$ cat config.mk
export PLATFORM = sky130hd
export DESIGN_NAME = piso_mux_sequencer_flat
export DESIGN_NICKNAME = d
export VERILOG_FILES = /design/src/rtl/piso_mux_sequencer_pkg.sv /design/src/rtl/piso_mux_sequencer_if.sv /design/src/rtl/MUX_8_1.sv /design/src/rtl/sel_counter_3.sv /design/src/rtl/piso_mux_sequencer.sv /design/src/flat_wrapper.sv
export SDC_FILE = /design/constraint.sdc
export NUM_CORES = 1
export LEC_CHECK = 0
export ABC_AREA = 1
export CAP_MARGIN = 10
export CORE_MARGIN = 4
export CORE_UTILIZATION = 35
export CTS_BUF_LIST = sky130_fd_sc_hd__clkbuf_16
export CTS_CLUSTER_SIZE = 24
export DETAILED_ROUTE_END_ITERATION = 8
export HOLD_SLACK_MARGIN = 0.15
export SKIP_CTS_REPAIR_TIMING = 1
export SYNTH_ARGS = -nofsm -noshare
export SYNTH_HDL_FRONTEND = slang
export SYNTH_SLANG_ARGS = --single-unit
$ cat constraint.sdc
create_clock -name clk -period 1.5 [get_ports clk]
set_clock_uncertainty 0.2 [all_clocks]
set_input_delay 0.225 -clock clk [delete_from_list [all_inputs] [get_ports clk]]
set_output_delay 0.225 -clock clk [all_outputs]
set_load 0.02 [all_outputs]
$ cat src/rtl/piso_mux_sequencer_pkg.sv
// Shared types and constants for the parallel-in/serial-out select sequencer.
// State encodings: ST_IDLE=0, ST_SHIFT=1, ST_GAP=2; code 3 is never entered and decodes as idle.
package piso_mux_sequencer_pkg;

    localparam int DATA_W  = 8;
    localparam int SEL_W   = 3;
    localparam int GAP_W   = 4;
    localparam int GAP_MAX = 15;

    typedef enum logic [1:0] {
        ST_IDLE  = 2'd0,
        ST_SHIFT = 2'd1,
        ST_GAP   = 2'd2
    } state_e;

    function automatic logic [SEL_W-1:0] start_sel(input bit msb_first);
        return msb_first ? {SEL_W{1'b1}} : {SEL_W{1'b0}};
    endfunction

    function automatic logic [SEL_W-1:0] last_sel(input bit msb_first);
        return msb_first ? {SEL_W{1'b0}} : {SEL_W{1'b1}};
    endfunction

endpackage

$ cat src/rtl/piso_mux_sequencer_if.sv
// Word handshake, serial bit stream and select lines of the sequencer.
// master = upstream/downstream environment, slave = the sequencer itself.
interface piso_mux_sequencer_if;
    import piso_mux_sequencer_pkg::*;

    logic              in_valid;
    logic              in_ready;
    logic [DATA_W-1:0] in_data;
    logic              ser_ready;
    logic              ser_valid;
    logic              ser_out;
    logic [SEL_W-1:0]  sel;
    logic              frame_done;
    logic              busy;

    modport master (
        output in_valid, in_data, ser_ready,
        input  in_ready, ser_valid, ser_out, sel, frame_done, busy
    );

    modport slave (
        input  in_valid, in_data, ser_ready,
        output in_ready, ser_valid, ser_out, sel, frame_done, busy
    );

endinterface

$ cat src/rtl/MUX_8_1.sv
// 8:1 single-bit multiplexer: y = d[s].
module MUX_8_1 (
    output logic       y,
    input  logic [2:0] s,
    input  logic [7:0] d
);

    // NOTE: a default arm keeps the case fully specified, so no latch is inferred.
    always_comb begin
        case (s)
            3'd0:    y = d[0];
            3'd1:    y = d[1];
            3'd2:    y = d[2];
            3'd3:    y = d[3];
            3'd4:    y = d[4];
            3'd5:    y = d[5];
            3'd6:    y = d[6];
            default: y = d[7];
        endcase
    end

endmodule

$ cat src/rtl/sel_counter_3.sv
// 3-bit select counter with synchronous reset, load, enable and count direction.
// Wraps modulo 8 in either direction.
module sel_counter_3 (
    input  logic       clk,
    input  logic       reset,
    input  logic       load,
    input  logic [2:0] load_val,
    input  logic       en,
    input  logic       down,
    output logic [2:0] cnt
);

    // NOTE: clocked state uses <= so every register samples pre-edge values.
    always_ff @(posedge clk) begin
        if (reset) begin
            cnt <= 3'd0;
        end else if (load) begin
            cnt <= load_val;
        end else if (en) begin
            cnt <= down ? cnt - 3'd1 : cnt + 3'd1;
        end
    end

endmodule

$ cat src/rtl/piso_mux_sequencer.sv
// Parallel-in/serial-out sequencer: captures a word, walks sel over all eight bit
// positions and presents MUX_8_1(sel, data_reg) as the serial bit, one per beat.
module piso_mux_sequencer
    import piso_mux_sequencer_pkg::*;
#(
    parameter bit          MSB_FIRST  = 1'b0,
    parameter int unsigned GAP_CYCLES = 1
) (
    input logic                 clk,
    input logic                 reset,
    piso_mux_sequencer_if.slave bus
);

    if (GAP_CYCLES > GAP_MAX) begin : g_gap_check
        $error("GAP_CYCLES must be in 0..15");
    end

    localparam logic [GAP_W-1:0] GAP_LOAD  = (GAP_CYCLES == 0) ? '0 : GAP_W'(GAP_CYCLES - 1);
    localparam logic [SEL_W-1:0] SEL_START = start_sel(MSB_FIRST);
    localparam logic [SEL_W-1:0] SEL_LAST  = last_sel(MSB_FIRST);

    state_e              state_q, state_d;
    logic [DATA_W-1:0]   data_reg;
    logic [GAP_W-1:0]    gap_cnt_q, gap_cnt_d;
    logic [SEL_W-1:0]    sel;
    logic                accept;
    logic                sel_load;
    logic                sel_en;

    always_ff @(posedge clk) begin
        if (reset) begin
            state_q   <= ST_IDLE;
            data_reg  <= '0;
            gap_cnt_q <= '0;
        end else begin
            state_q   <= state_d;
            gap_cnt_q <= gap_cnt_d;
            if (accept) begin
                data_reg <= bus.in_data;
            end
        end
    end

    always_comb begin
        state_d        = state_q;
        gap_cnt_d      = gap_cnt_q;
        accept         = 1'b0;
        sel_load       = 1'b0;
        sel_en         = 1'b0;
        bus.in_ready   = 1'b0;
        bus.ser_valid  = 1'b0;
        bus.frame_done = 1'b0;

        case (state_q)
            ST_SHIFT: begin
                bus.ser_valid = 1'b1;
                if (bus.ser_ready) begin
                    // Stepping past the last index wraps sel back to its start value.
                    sel_en = 1'b1;
                    if (sel == SEL_LAST) begin
                        bus.frame_done = ~reset;
                        if (GAP_CYCLES == 0) begin
                            state_d = ST_IDLE;
                        end else begin
                            state_d   = ST_GAP;
                            gap_cnt_d = GAP_LOAD;
                        end
                    end
                end
            end
            ST_GAP: begin
                if (gap_cnt_q == '0) begin
                    state_d = ST_IDLE;
                end else begin
                    gap_cnt_d = gap_cnt_q - 1'b1;
                end
            end
            default: begin
                // Idle, and the unused code 3, which recovers as idle.
                bus.in_ready = 1'b1;
                state_d      = ST_IDLE;
                if (bus.in_valid) begin
                    accept   = 1'b1;
                    sel_load = 1'b1;
                    state_d  = ST_SHIFT;
                end
            end
        endcase
    end

    sel_counter_3 u_sel_counter (
        .clk      (clk),
        .reset    (reset),
        .load     (sel_load),
        .load_val (SEL_START),
        .en       (sel_en),
        .down     (MSB_FIRST),
        .cnt      (sel)
    );

    MUX_8_1 u_mux (
        .y (bus.ser_out),
        .s (sel),
        .d (data_reg)
    );

    assign bus.sel  = sel;
    assign bus.busy = (state_q == ST_SHIFT) || (state_q == ST_GAP);

endmodule
$ cat src/flat_wrapper.sv
// flat-port wrapper written by rule: the top's interface ports become plain ports
module piso_mux_sequencer_flat import piso_mux_sequencer_pkg::*;
#(
    parameter bit          MSB_FIRST  = 1'b0,
    parameter int unsigned GAP_CYCLES = 1
)
  (clk, reset, bus_in_valid, bus_in_data, bus_ser_ready, bus_in_ready, bus_ser_valid, bus_ser_out, bus_sel, bus_frame_done, bus_busy);
  piso_mux_sequencer_if bus_i ();
  input logic clk;
  input logic reset;
  input wire logic [$bits(bus_i.in_valid)-1:0] bus_in_valid;
  input wire logic [$bits(bus_i.in_data)-1:0] bus_in_data;
  input wire logic [$bits(bus_i.ser_ready)-1:0] bus_ser_ready;
  output wire logic [$bits(bus_i.in_ready)-1:0] bus_in_ready;
  output wire logic [$bits(bus_i.ser_valid)-1:0] bus_ser_valid;
  output wire logic [$bits(bus_i.ser_out)-1:0] bus_ser_out;
  output wire logic [$bits(bus_i.sel)-1:0] bus_sel;
  output wire logic [$bits(bus_i.frame_done)-1:0] bus_frame_done;
  output wire logic [$bits(bus_i.busy)-1:0] bus_busy;
  assign bus_i.in_valid = bus_in_valid;
  assign bus_i.in_data = bus_in_data;
  assign bus_i.ser_ready = bus_ser_ready;
  assign bus_in_ready = bus_i.in_ready;
  assign bus_ser_valid = bus_i.ser_valid;
  assign bus_ser_out = bus_i.ser_out;
  assign bus_sel = bus_i.sel;
  assign bus_frame_done = bus_i.frame_done;
  assign bus_busy = bus_i.busy;
  piso_mux_sequencer #(.MSB_FIRST(MSB_FIRST), .GAP_CYCLES(GAP_CYCLES)) u_core (.clk(clk), .reset(reset), .bus(bus_i));
endmodule
==> results of run 1 <==
layout by cell type (no fill, tap or decap), drive strengths merged:
| cell type | synthesis | layout |
|---|---|---|
| clkdlybuf4s50 | 0 | 11 |
| inv | 20 | 21 |
| or2 | 1 | 1 |
| buf | 1 | 21 |
| o21ai | 12 | 12 |
| a21oi | 8 | 8 |
| nor2 | 29 | 29 |
| clkbuf | 0 | 3 |
| dfxtp | 17 | 17 |
| nand3 | 8 | 8 |
| nor4 | 1 | 1 |
| dlymetal6s2s | 0 | 3 |
| a211oi | 1 | 1 |
| nand2 | 28 | 28 |
| ha | 10 | 10 |
report_power, final:
| group | switching [mW] | internal [mW] |
|---|---|---|
| sequential | 0.0757 | 0.553 |
| clock | 0.180 | 0.354 |
| combinational | 0.604 | 0.540 |
| total | 0.860 | 1.45 |
per-layer routing:
layer / share of wire / up-vias / track usage
li1: - / 506 / -
met5: 0 / - / 0
met3: 0.036 / 6 / 0.0255
met2: 0.55 / 21 / 0.259
met4: 0.015 / 0 / 0.0380
met1: 0.40 / 438 / 0.138
final timing paths:
kind | start | endpoint | slack [ns] | cells after the start
setup / recovery | u_core.u_sel_counter.cnt[1]$_SDFFE_PP0P_ | bus_ser_out | -0.37 | 7
hold / removal | u_core.data_reg[7]$_SDFFE_PP0P_ | u_core.data_reg[7]$_SDFFE_PP0P_ | 0.28 | 2
setup reg to reg | u_core.u_sel_counter.cnt[1]$_SDFFE_PP0P_ | u_core.gap_cnt_q[2]$_SDFFE_PP0P_ | -0.08 | 8
hold reg to reg | u_core.data_reg[7]$_SDFFE_PP0P_ | u_core.data_reg[7]$_SDFFE_PP0P_ | 0.28 | 2
cell families after synthesis:
group,count (synthesis),synth area share
fa+ha+maj,10,0.131
flops,17,0.355
compound gates,21,0.120
simple gates,67,0.304
buf+inv,21,0.0901
worst max-delay path: stages, from the launching register on:
cell                       delay [ns]
sky130_fd_sc_hd__dfxtp_4         0.40
sky130_fd_sc_hd__inv_4           0.06
sky130_fd_sc_hd__ha_4            0.17
sky130_fd_sc_hd__nand3_2         0.06
sky130_fd_sc_hd__nand2_2         0.05
sky130_fd_sc_hd__a211oi_2        0.22
sky130_fd_sc_hd__nand3_2         0.10
sky130_fd_sc_hd__buf_6           0.14
stage by stage:
step / TNS (ns) / utilization / setup slack [ns] / hold slack, ns
3_3_place_gp: -3.62 / 0.528 / -0.572 / 0.267
2_1_floorplan: -0.109 / - / -0.0481 / 0.0874
5_1_grt: -1.40 / 0.637 / -0.416 / 0.302
4_1_cts: -4.90 / 0.559 / -0.828 / 0.287
3_5_place_dp: -3.84 / 0.528 / -0.569 / 0.274
6_report: -0.849 / 0.637 / -0.372 / 0.283
final cells by class:
cell class,count,area (um^2),area share
Inverter,20,85.1,0.0525
Clock buffer,3,75.1,0.0463
Timing Repair Buffer,35,360,0.222
Tap cell,30,37.5,0.0232
Multi-Input combinational cell,98,707,0.436
Clock inverter,1,3.75,0.00232
Sequential cell,17,352,0.217
==> results.md, run 1 <==
Run status:
- The flow ran to the end, but the final reports show violations.
- The checks that failed: negative setup slack.

Synthesis:
- The number of flops mapped to enable cells by yosys is 0.
- The leading register cell type out of synthesis is sky130_fd_sc_hd__dfxtp_1.
- The post-synthesis sequential area ratio is 0.355.
- The top cell type's share of synthesized area is 0.355.
- Yosys mapped the design onto 16 distinct sky130hd cell types.
- In the synthesized netlist the async set-or-reset flop fraction comes to 0.
- After synthesis, the mean cell area works out to 7.05 um^2.
- In the post-synthesis netlist, the biggest area contributors are sky130_fd_sc_hd__dfxtp_1, sky130_fd_sc_hd__ha_1, sky130_fd_sc_hd__nor2_1.
- In the synthesized netlist, the cells that appear most often are sky130_fd_sc_hd__nor2_1, sky130_fd_sc_hd__nand2_1, sky130_fd_sc_hd__dfxtp_1, sky130_fd_sc_hd__inv_1, sky130_fd_sc_hd__o21ai_0.
- The number of nets handed over by synthesis was 158.
- In this run, synthesis produced a sequential element count of 17.
- The netlist area before placement is 958 um^2.
- The cell taking the most area after synthesis is sky130_fd_sc_hd__dfxtp_1.
- The most common cell in the netlist is sky130_fd_sc_hd__nor2_1.
- The synthesized instance count is 136.
- The total number of yosys warnings is 0.

STA:
- For the pin with the worst max-slew slack, the measured transition is 0.249 ns.
- The hold violation total from the final report came to 0.
- The shortest clock period the worst path allows after layout is ~1.9 ns.
- The worst pin sits at a relative slew slack of 0.834.
- Setup repair after global routing could not meet its margin everywhere.
- The worst path setup slack after routing is -0.372 ns.
- The max-slew violation count is 0.
- Setup violations remaining at the end of the flow were counted as 8.
- Dividing the final minimum period by the clock period gives 1.25.
- Derived from the worst setup path, the maximum achievable clock frequency is 0.534 GHz.

Route:
- For this run, the detailed router's first-pass iteration total came to 4.
- The iteration-0 DRC count of the detailed router is 25.
- In the routed layout, each cell is associated on average with a via count of between 4 and 5.
- For this run, design rule violations remaining after detail routing come to 0.
- After detailed routing, the average wire length per cell comes to 12.2 um.
- The detailed router placed ~970 vias in this run.
- The count of antenna-violating nets left after detailed routing is 0.
- The total wirelength of the detailed-routed design is 2480 um.

Setup path:
- The required arrival time at the worst endpoint is 1.07 ns.
- The worst setup path is launched from a register.
- The worst setup path is of the reg2out kind.
- STA puts the critical path data arrival time at between 1 and 1.5 ns.
- The worst setup path is captured at a primary output.
- The largest fanout on the critical path is 4.

Power and ir drop:
- The total power is 2.31 mW.
- For this design the static power due to leakage is between 0.7 and 0.8 nW.
- Power spread over the standard cell area amounts to 1420 mW/mm^2.
- The worst-case IR drop observed on VDD is 0.845 mV.

Flow run:
- The reported max-cap violation count is 0.

Layout:
- The number of nets in the layout is 197.
- The repair_antennas step left the layout with diodes totalling 0.
- The register with the most flip-flops in the layout has 8 of them.
- Summing all non-filler instances in the final layout gives an area of 0.00162 mm^2.
- After filler insertion, the fill cell instance count of the layout stands at between 200 and 250.
- Compared with the post-synthesis result, the final layout area differs by 69.1%.
- The final non-filler cell total is 204.
- The ratio of cells with drive above 1 in the final layout is 0.385.

Global routing:
- Entering global routing, the biggest net connects 12 pins.
- Across every metal layer, demand over resource in global routing totals 0.131.
- The via count of the first global-routing pass is 881.
- The wire length of the first global-routing pass is 3610 um.
- The number of antenna violations at the first check in global routing is 0.
- Summed over all layers, the global routing overflow is 0.

Floorplan:
- The die is slightly above 60 um tall.
- The starting density of the core is 0.377.
- In this run the horizontal extent of the chip is 60.3 um.
- For this design the top-level I/O count stands at 20.
- The area of the core region is 0.00254 mm^2.
- The die outline area is 0.00364 mm^2.
- The number of placement rows is 18.

Placement:
- The post-place instance area is 0.00134 mm^2.
- Input and output buffers added on the ports amount to 19.
- The HPWL after detailed placement is between 1500 and 2000 um.
- The number of placed instances, taps included, is 198.
- Routability-driven placement finished with a final weighted congestion of between 0.8 and 0.9.

Clock tree:
- Clock latency on the worst-skew pair, taken at its later pin, is 0.25 ns.
- The clock tree from TritonCTS is done.
- Clock-pin slew was measured on the worst setup and hold paths at roughly 0.05 ns.
- The number of clock buffers inserted by TritonCTS is 3.
- Clock tree synthesis selected as its root buffer the cell sky130_fd_sc_hd__clkbuf_16.
- The number of buffers on the longest clock path is 2.
- The H-tree depth is 1.
- The clock sink count is 17.

Min path:
- In this run the worst hold path is classified as reg2reg.
No activity file was read; power rests on OpenSTA's default activity.
==> run 2, diff against run 1 <==
--- a/config.mk
+++ b/config.mk
@@ -14,6 +14,7 @@
 export DETAILED_ROUTE_END_ITERATION = 8
 export HOLD_SLACK_MARGIN = 0.15
 export SKIP_CTS_REPAIR_TIMING = 1
+export SLEW_MARGIN = 20
 export SYNTH_ARGS = -nofsm -noshare
 export SYNTH_HDL_FRONTEND = slang
 export SYNTH_SLANG_ARGS = --single-unit
==> results of run 2 <==
No change in the layout: final DEF, timing and power equal those of run 1.
